[config.mk]
export PLATFORM = sky130hd
export DESIGN_NAME = cipher_frame_ctrl
export DESIGN_NICKNAME = d
export VERILOG_FILES = /design/src/rtl/cipher_frame_pkg.sv /design/src/rtl/cipher_frame_ctrl.sv
export SDC_FILE = /design/constraint.sdc
export NUM_CORES = 1
export LEC_CHECK = 0
export CAP_MARGIN = 20
export CORE_ASPECT_RATIO = 0.5
export CORE_MARGIN = 1
export CORE_UTILIZATION = 50
export DETAILED_ROUTE_END_ITERATION = 10
export PLACE_DENSITY = 0.84
export SYNTH_ARGS = -nofsm -noshare
export SYNTH_HDL_FRONTEND = slang
export SYNTH_SLANG_ARGS = --single-unit
[constraint.sdc]
create_clock -name clk -period 2.63 [get_ports clk]
set_input_delay 0.6575 -clock clk [delete_from_list [all_inputs] [get_ports clk]]
set_output_delay 0.6575 -clock clk [all_outputs]
set_load 0.1 [all_outputs]
[src/rtl/cipher_frame_pkg.sv]
// Shared types and defaults for the cipher frame controller.
// Optional feature macro used by the controller: CIPHER_FRAME_PARITY_EN.
package cipher_frame_pkg;

  localparam int MSG_W_DEF  = 64;
  localparam int SEED_W_DEF = 8;

  typedef enum logic [1:0] {
    IDLE = 2'd0,
    LOAD = 2'd1,
    RUN  = 2'd2,
    DONE = 2'd3
  } state_t;

  // The keystream generator advances in every state where this is true.
  function automatic logic is_shift_state(input state_t s);
    return (s == LOAD) || (s == RUN);
  endfunction

endpackage

[src/rtl/cipher_frame_ctrl.sv]
// Frame controller: loads a keystream seed, XORs one message bit per cycle MSB-first
// with the keystream bit, and hands the result over a valid/ready handshake.
// Define CIPHER_FRAME_PARITY_EN to add the serially accumulated out_parity port.
module cipher_frame_ctrl
  import cipher_frame_pkg::*;
#(
  parameter int MSG_W  = MSG_W_DEF,
  parameter int SEED_W = SEED_W_DEF
) (
  input  logic              clk,
  input  logic              reset,
  input  logic              in_valid,
  output logic              in_ready,
  input  logic [MSG_W-1:0]  in_msg,
  input  logic [SEED_W-1:0] in_seed,
  output logic              ks_load,
  output logic              ks_shift,
  output logic [SEED_W-1:0] ks_seed,
  input  logic              ks_bit,
  output logic              out_valid,
  input  logic              out_ready,
  output logic [MSG_W-1:0]  out_msg,
  output logic              busy
`ifdef CIPHER_FRAME_PARITY_EN
  ,
  output logic              out_parity
`endif
);

  localparam int IDX_W = $clog2(MSG_W);

  state_t             r_state;
  state_t             w_state_nxt;
  logic [IDX_W-1:0]   r_idx;
  logic [MSG_W-1:0]   r_msg;
  logic [MSG_W-1:0]   r_out;
  logic [SEED_W-1:0]  r_seed;
  logic               w_accept;
  logic               w_bit;

  logic r_in_ready, r_out_valid, r_busy, r_ks_load, r_ks_shift;
  logic w_in_ready_nxt, w_out_valid_nxt, w_busy_nxt, w_ks_load_nxt, w_ks_shift_nxt;

  assign w_accept = (r_state == IDLE) && in_valid;
  assign w_bit    = r_msg[r_idx] ^ ks_bit;

  // State register.
  // NOTE: clocked state uses non-blocking (<=) so every flop samples pre-edge values.
  always_ff @(posedge clk or negedge reset) begin
    if (!reset) r_state <= IDLE;
    else        r_state <= w_state_nxt;
  end

  // Next-state logic.
  // NOTE: the default assignment first keeps this combinational block latch-free.
  always_comb begin
    w_state_nxt = r_state;
    unique case (r_state)
      IDLE:    if (in_valid)      w_state_nxt = LOAD;
      LOAD:                       w_state_nxt = RUN;
      RUN:     if (r_idx == '0)   w_state_nxt = DONE;
      DONE:    if (out_ready)     w_state_nxt = IDLE;
      default:                    w_state_nxt = IDLE;
    endcase
  end

  // Outputs are decoded from the next state and registered, so they change
  // on the same edge as the state and never depend combinationally on inputs.
  always_comb begin
    w_in_ready_nxt  = (w_state_nxt == IDLE);
    w_busy_nxt      = (w_state_nxt != IDLE);
    w_out_valid_nxt = (w_state_nxt == DONE);
    w_ks_load_nxt   = (w_state_nxt == LOAD);
    w_ks_shift_nxt  = is_shift_state(w_state_nxt);
  end

  always_ff @(posedge clk or negedge reset) begin
    if (!reset) begin
      r_in_ready  <= 1'b1;
      r_busy      <= 1'b0;
      r_out_valid <= 1'b0;
      r_ks_load   <= 1'b0;
      r_ks_shift  <= 1'b0;
    end else begin
      r_in_ready  <= w_in_ready_nxt;
      r_busy      <= w_busy_nxt;
      r_out_valid <= w_out_valid_nxt;
      r_ks_load   <= w_ks_load_nxt;
      r_ks_shift  <= w_ks_shift_nxt;
    end
  end

  // Request capture, bit index and serial XOR result.
  always_ff @(posedge clk or negedge reset) begin
    if (!reset) begin
      r_msg  <= '0;
      r_seed <= '0;
      r_idx  <= '0;
      r_out  <= '0;
    end else begin
      if (w_accept) begin
        r_msg  <= in_msg;
        r_seed <= in_seed;
      end
      if (r_state == LOAD) begin
        r_idx <= IDX_W'(MSG_W - 1);
      end else if ((r_state == RUN) && (r_idx != '0)) begin
        r_idx <= r_idx - 1'b1;
      end
      if (r_state == RUN) begin
        r_out[r_idx] <= w_bit;
      end
    end
  end

`ifdef CIPHER_FRAME_PARITY_EN
  logic r_parity;

  always_ff @(posedge clk or negedge reset) begin
    if (!reset) begin
      r_parity <= 1'b0;
    end else if (r_state == LOAD) begin
      r_parity <= 1'b0;
    end else if (r_state == RUN) begin
      r_parity <= r_parity ^ w_bit;
    end
  end

  assign out_parity = r_parity;
`endif

  assign in_ready  = r_in_ready;
  assign busy      = r_busy;
  assign out_valid = r_out_valid;
  assign ks_load   = r_ks_load;
  assign ks_shift  = r_ks_shift;
  assign ks_seed   = r_seed;
  assign out_msg   = r_out;

endmodule

==> results.md <==
* Max clock buf depth at 2
* Placed Area at 9530 um2
* Max-slew violation count at 0
* Number of synthesized flops with an enable pin at 0
* Clk Tree Root Cell: clkbuf_16
* Setup TNS Final at 0 ps
* TritonCTS Buffers at 17
* Grt peak-use layer: met2
* Max Cap Viol at 0
* Routed len/inst at 19.0 um
* First-pass GRT wire length at 35800 um
* Final min period at 2500 ps
* Sinks on Clock Net at 149
* Largest net degree at the start of global routing at 75
* Slew Limit Headroom at 53.4%
* Drt pass-1 iters at 5
* Post-route cell area at 10200 um2
* Total GRT Usage at 27.1%
* Fin nets at 1040
* Async SR Flop Fraction at 100%
* Clock-pin slew on the worst setup and hold paths at 70 ps
* Crit Path Max Fanout at 50
* Initial DRC count at 999
* Routing usage on met2 at 42.0%
* FILL cells at 1173
* WS Path Type: flip-flop to flip-flop
* Final hold viol count at 0
* Simple-gate portion of the synthesized area at 21.8%
* CTS tree: built
* Synth Instances at 849
* Layout cell share with drive strength beyond 1 at 25.5%
* # IOs at 154
* Max frequency at 0.399 GHz
* Die height at 91.8 um
* Worst Setup End Kind: flip-flop
* Residual DRC at 0
* Die area at 16700 um2
* Diodes inserted at 0
* H-tree levels at 4
* Hpwl dp at 14600 um
* Mapped Avg Cell Area at 9.50 um2
* RSZ-0062 raised after global routing: false
* Total number of vias at 7391
* Post-synth cell types at 55
* Setup violators final at 0
* Wirelength, routed at 22300 um
* Main synth FF type: dfrtp_1
* Post-synthesis sequential element count at 149
* Reg-to-Reg Start: r_idx[2]
* Syn Nets at 929
* WP data arrival at 2780 ps
* Post-synthesis sequential area ratio at 46.3%
* Met1 usage at 37.7%
* Port bufs at 153
* Vias in the first global route at 6765
* Largest family of logic cells by synthesized area: simple AND/OR/NAND/NOR gates
* Syn. warnings at 0
* FP Rows at 32
* Initial core utilization at 51.8%
* Worst-margin pin slew at 699 ps
* Hold buffer count at cts at 0
* Die Width at 182 um
* Area added between synthesis and finish at 26.4%
* Grt ovf at 0
* R2R depth at 7
* Syn Std Cell Area at 8060 um2
* Met3 global-route usage at 6.12%
* Clock Latency Late Sink at 420 ps
* Mux cell area share after synthesis at 11.2%
* Critical-path cell list: inv_1 -> nor2_1 -> a2111oi_2 -> o2111ai_2 -> buf_12 -> o21ai_0 -> nand3_1
* CP max stage cell: a2111oi_2
* GPL Wtd Cong at 0.952
* Worst Clk Skew at 15.4 ps
* Outcome: completed
* Initial antenna violation count at 0
* Critical path launch point type: flip-flop
* Critical path required time at 2910 ps
* Via density per instance at 6.28
* Reg2Reg Setup Slack at 130 ps
* Routed Antenna Nets at 0
* R2r endpoint: out_msg[37]
* Worst path max stage delay at 510 ps
* XOR/XNOR Fraction of Synth Area at 0%
* Hold WC Path Type: input pin to asynchronous set/reset pin
* Period utilisation layout at 95.2%
* Synth Area in Compound Gates at 13.3%
* Adder-Cell Fraction of Synth Area at 0.466%
* Core region area at 15600 um2
## cells by family after synthesis
family | after synthesis
flip-flops | 149
multiplexers | 79
AND/OR/NAND/NOR | 333
buffers and inverters | 109
adder cells (fa/ha/maj) | 3
AO/OA/AOI/OAI | 176
## sequential cells by signal, indices dropped and copies added (netlist names)
signal	flops
out_msg	64
r_msg	64
ks_seed	8
r_idx	6
r_state	2
busy	1
in_ready	1
ks_load	1
ks_shift	1
out_valid	1
## per-layer routing
metal / routed length, um / part of all wire, %
met1: 9380 / 42
met2: 10500 / 47
met4: 450 / 2.0
met3: 2000 / 8.9
met5: 0 / 0
## final cells by class
type	count	area, um2	area share, %
Multi-Input combinational cell	591	3780	37.1
Sequential cell	149	3730	36.6
Timing Repair Buffer	193	1740	17.0
Clock buffer	18	439	4.31
Tap cell	204	255	2.50
Clock inverter	14	221	2.17
Inverter	8	30.0	0.295
## critical path, delay by kind of cell, from the launching register on
family | cells | cell delay, ps
buffers and inverters | 2 | 640
DFF | 1 | 440
and+or+nand+nor | 2 | 260
AOI/OAI and AO/OA | 3 | 1010
## worst max-delay path by stage
stage                        start     endpoint  slack (ps)  depth (start not counted)
after detailed placement  r_idx[2]  out_msg[36]         250                          7
after floorplan           r_idx[1]  out_msg[16]         520                         10
after CTS                 r_idx[2]  out_msg[37]         220                          7
after global placement    r_idx[1]  out_msg[51]         350                          8
final                     r_idx[2]  out_msg[37]         130                          7
after global routing      r_idx[4]  out_msg[37]          50                          7
## cells in the mapped netlist (12+ instances only)
library cell | count | area [um2]
nor2_1 | 71 | 267
nand3b_1 | 13 | 97.6
buf_6 | 16 | 180
nand3_1 | 72 | 360
nand2_1 | 17 | 63.8
o21ai_1 | 16 | 80.1
nor3_1 | 56 | 280
dfrtp_1 | 148 | 3700
mux2_2 | 72 | 811
o21ai_0 | 105 | 526
clkbuf_1 | 62 | 233
nand4_1 | 61 | 382
buf_2 | 12 | 60.1
## cell usage in the layout, fill, tap and decap left out, types with 4 or more instances in the layout
cell             instances
a31oi_1                  4
clkbuf_16               17
mux2_2                  72
a211oi_1                 8
clkdlybuf4s50_1         74
nand4_1                 61
nand2_1                 17
a22oi_1                  5
o22ai_1                  4
nand3_1                 72
buf_12                   8
o41ai_1                  4
inv_1                    6
o21ai_0                105
buf_4                  110
a21oi_1                  4
a31o_2                   4
bufinv_16                5
inv_6                    4
or3b_2                   7
or4_1                   11
nand3b_1                13
dfrtp_1                148
nand2b_1                 7
nor2b_1                  4
and3_1                   6
nor2_1                  71
nor3_1                  56
o21ai_1                 16
mux2i_1                  5
## per-stage QoR
step                      worst slack [ps]  hold WS (ps)  util [%]  cells
after floorplan                        516           362         -    849
after global placement                 346           492      61.2   1145
after detailed placement               247           492      61.2   1145
after CTS                              221           265      65.4   1177
after global routing                  51.8           294      65.5   1177
final                                  127           236      65.5   1177
## timing repair
item,CTS,global route
gates resized for setup,0,1
buffers inserted,0,0
setup endpoints to repair,0,19
Power is left out: the tool's default activity adds up to more than one toggle a clock period on the data nets, which glitch-free logic cannot reach.
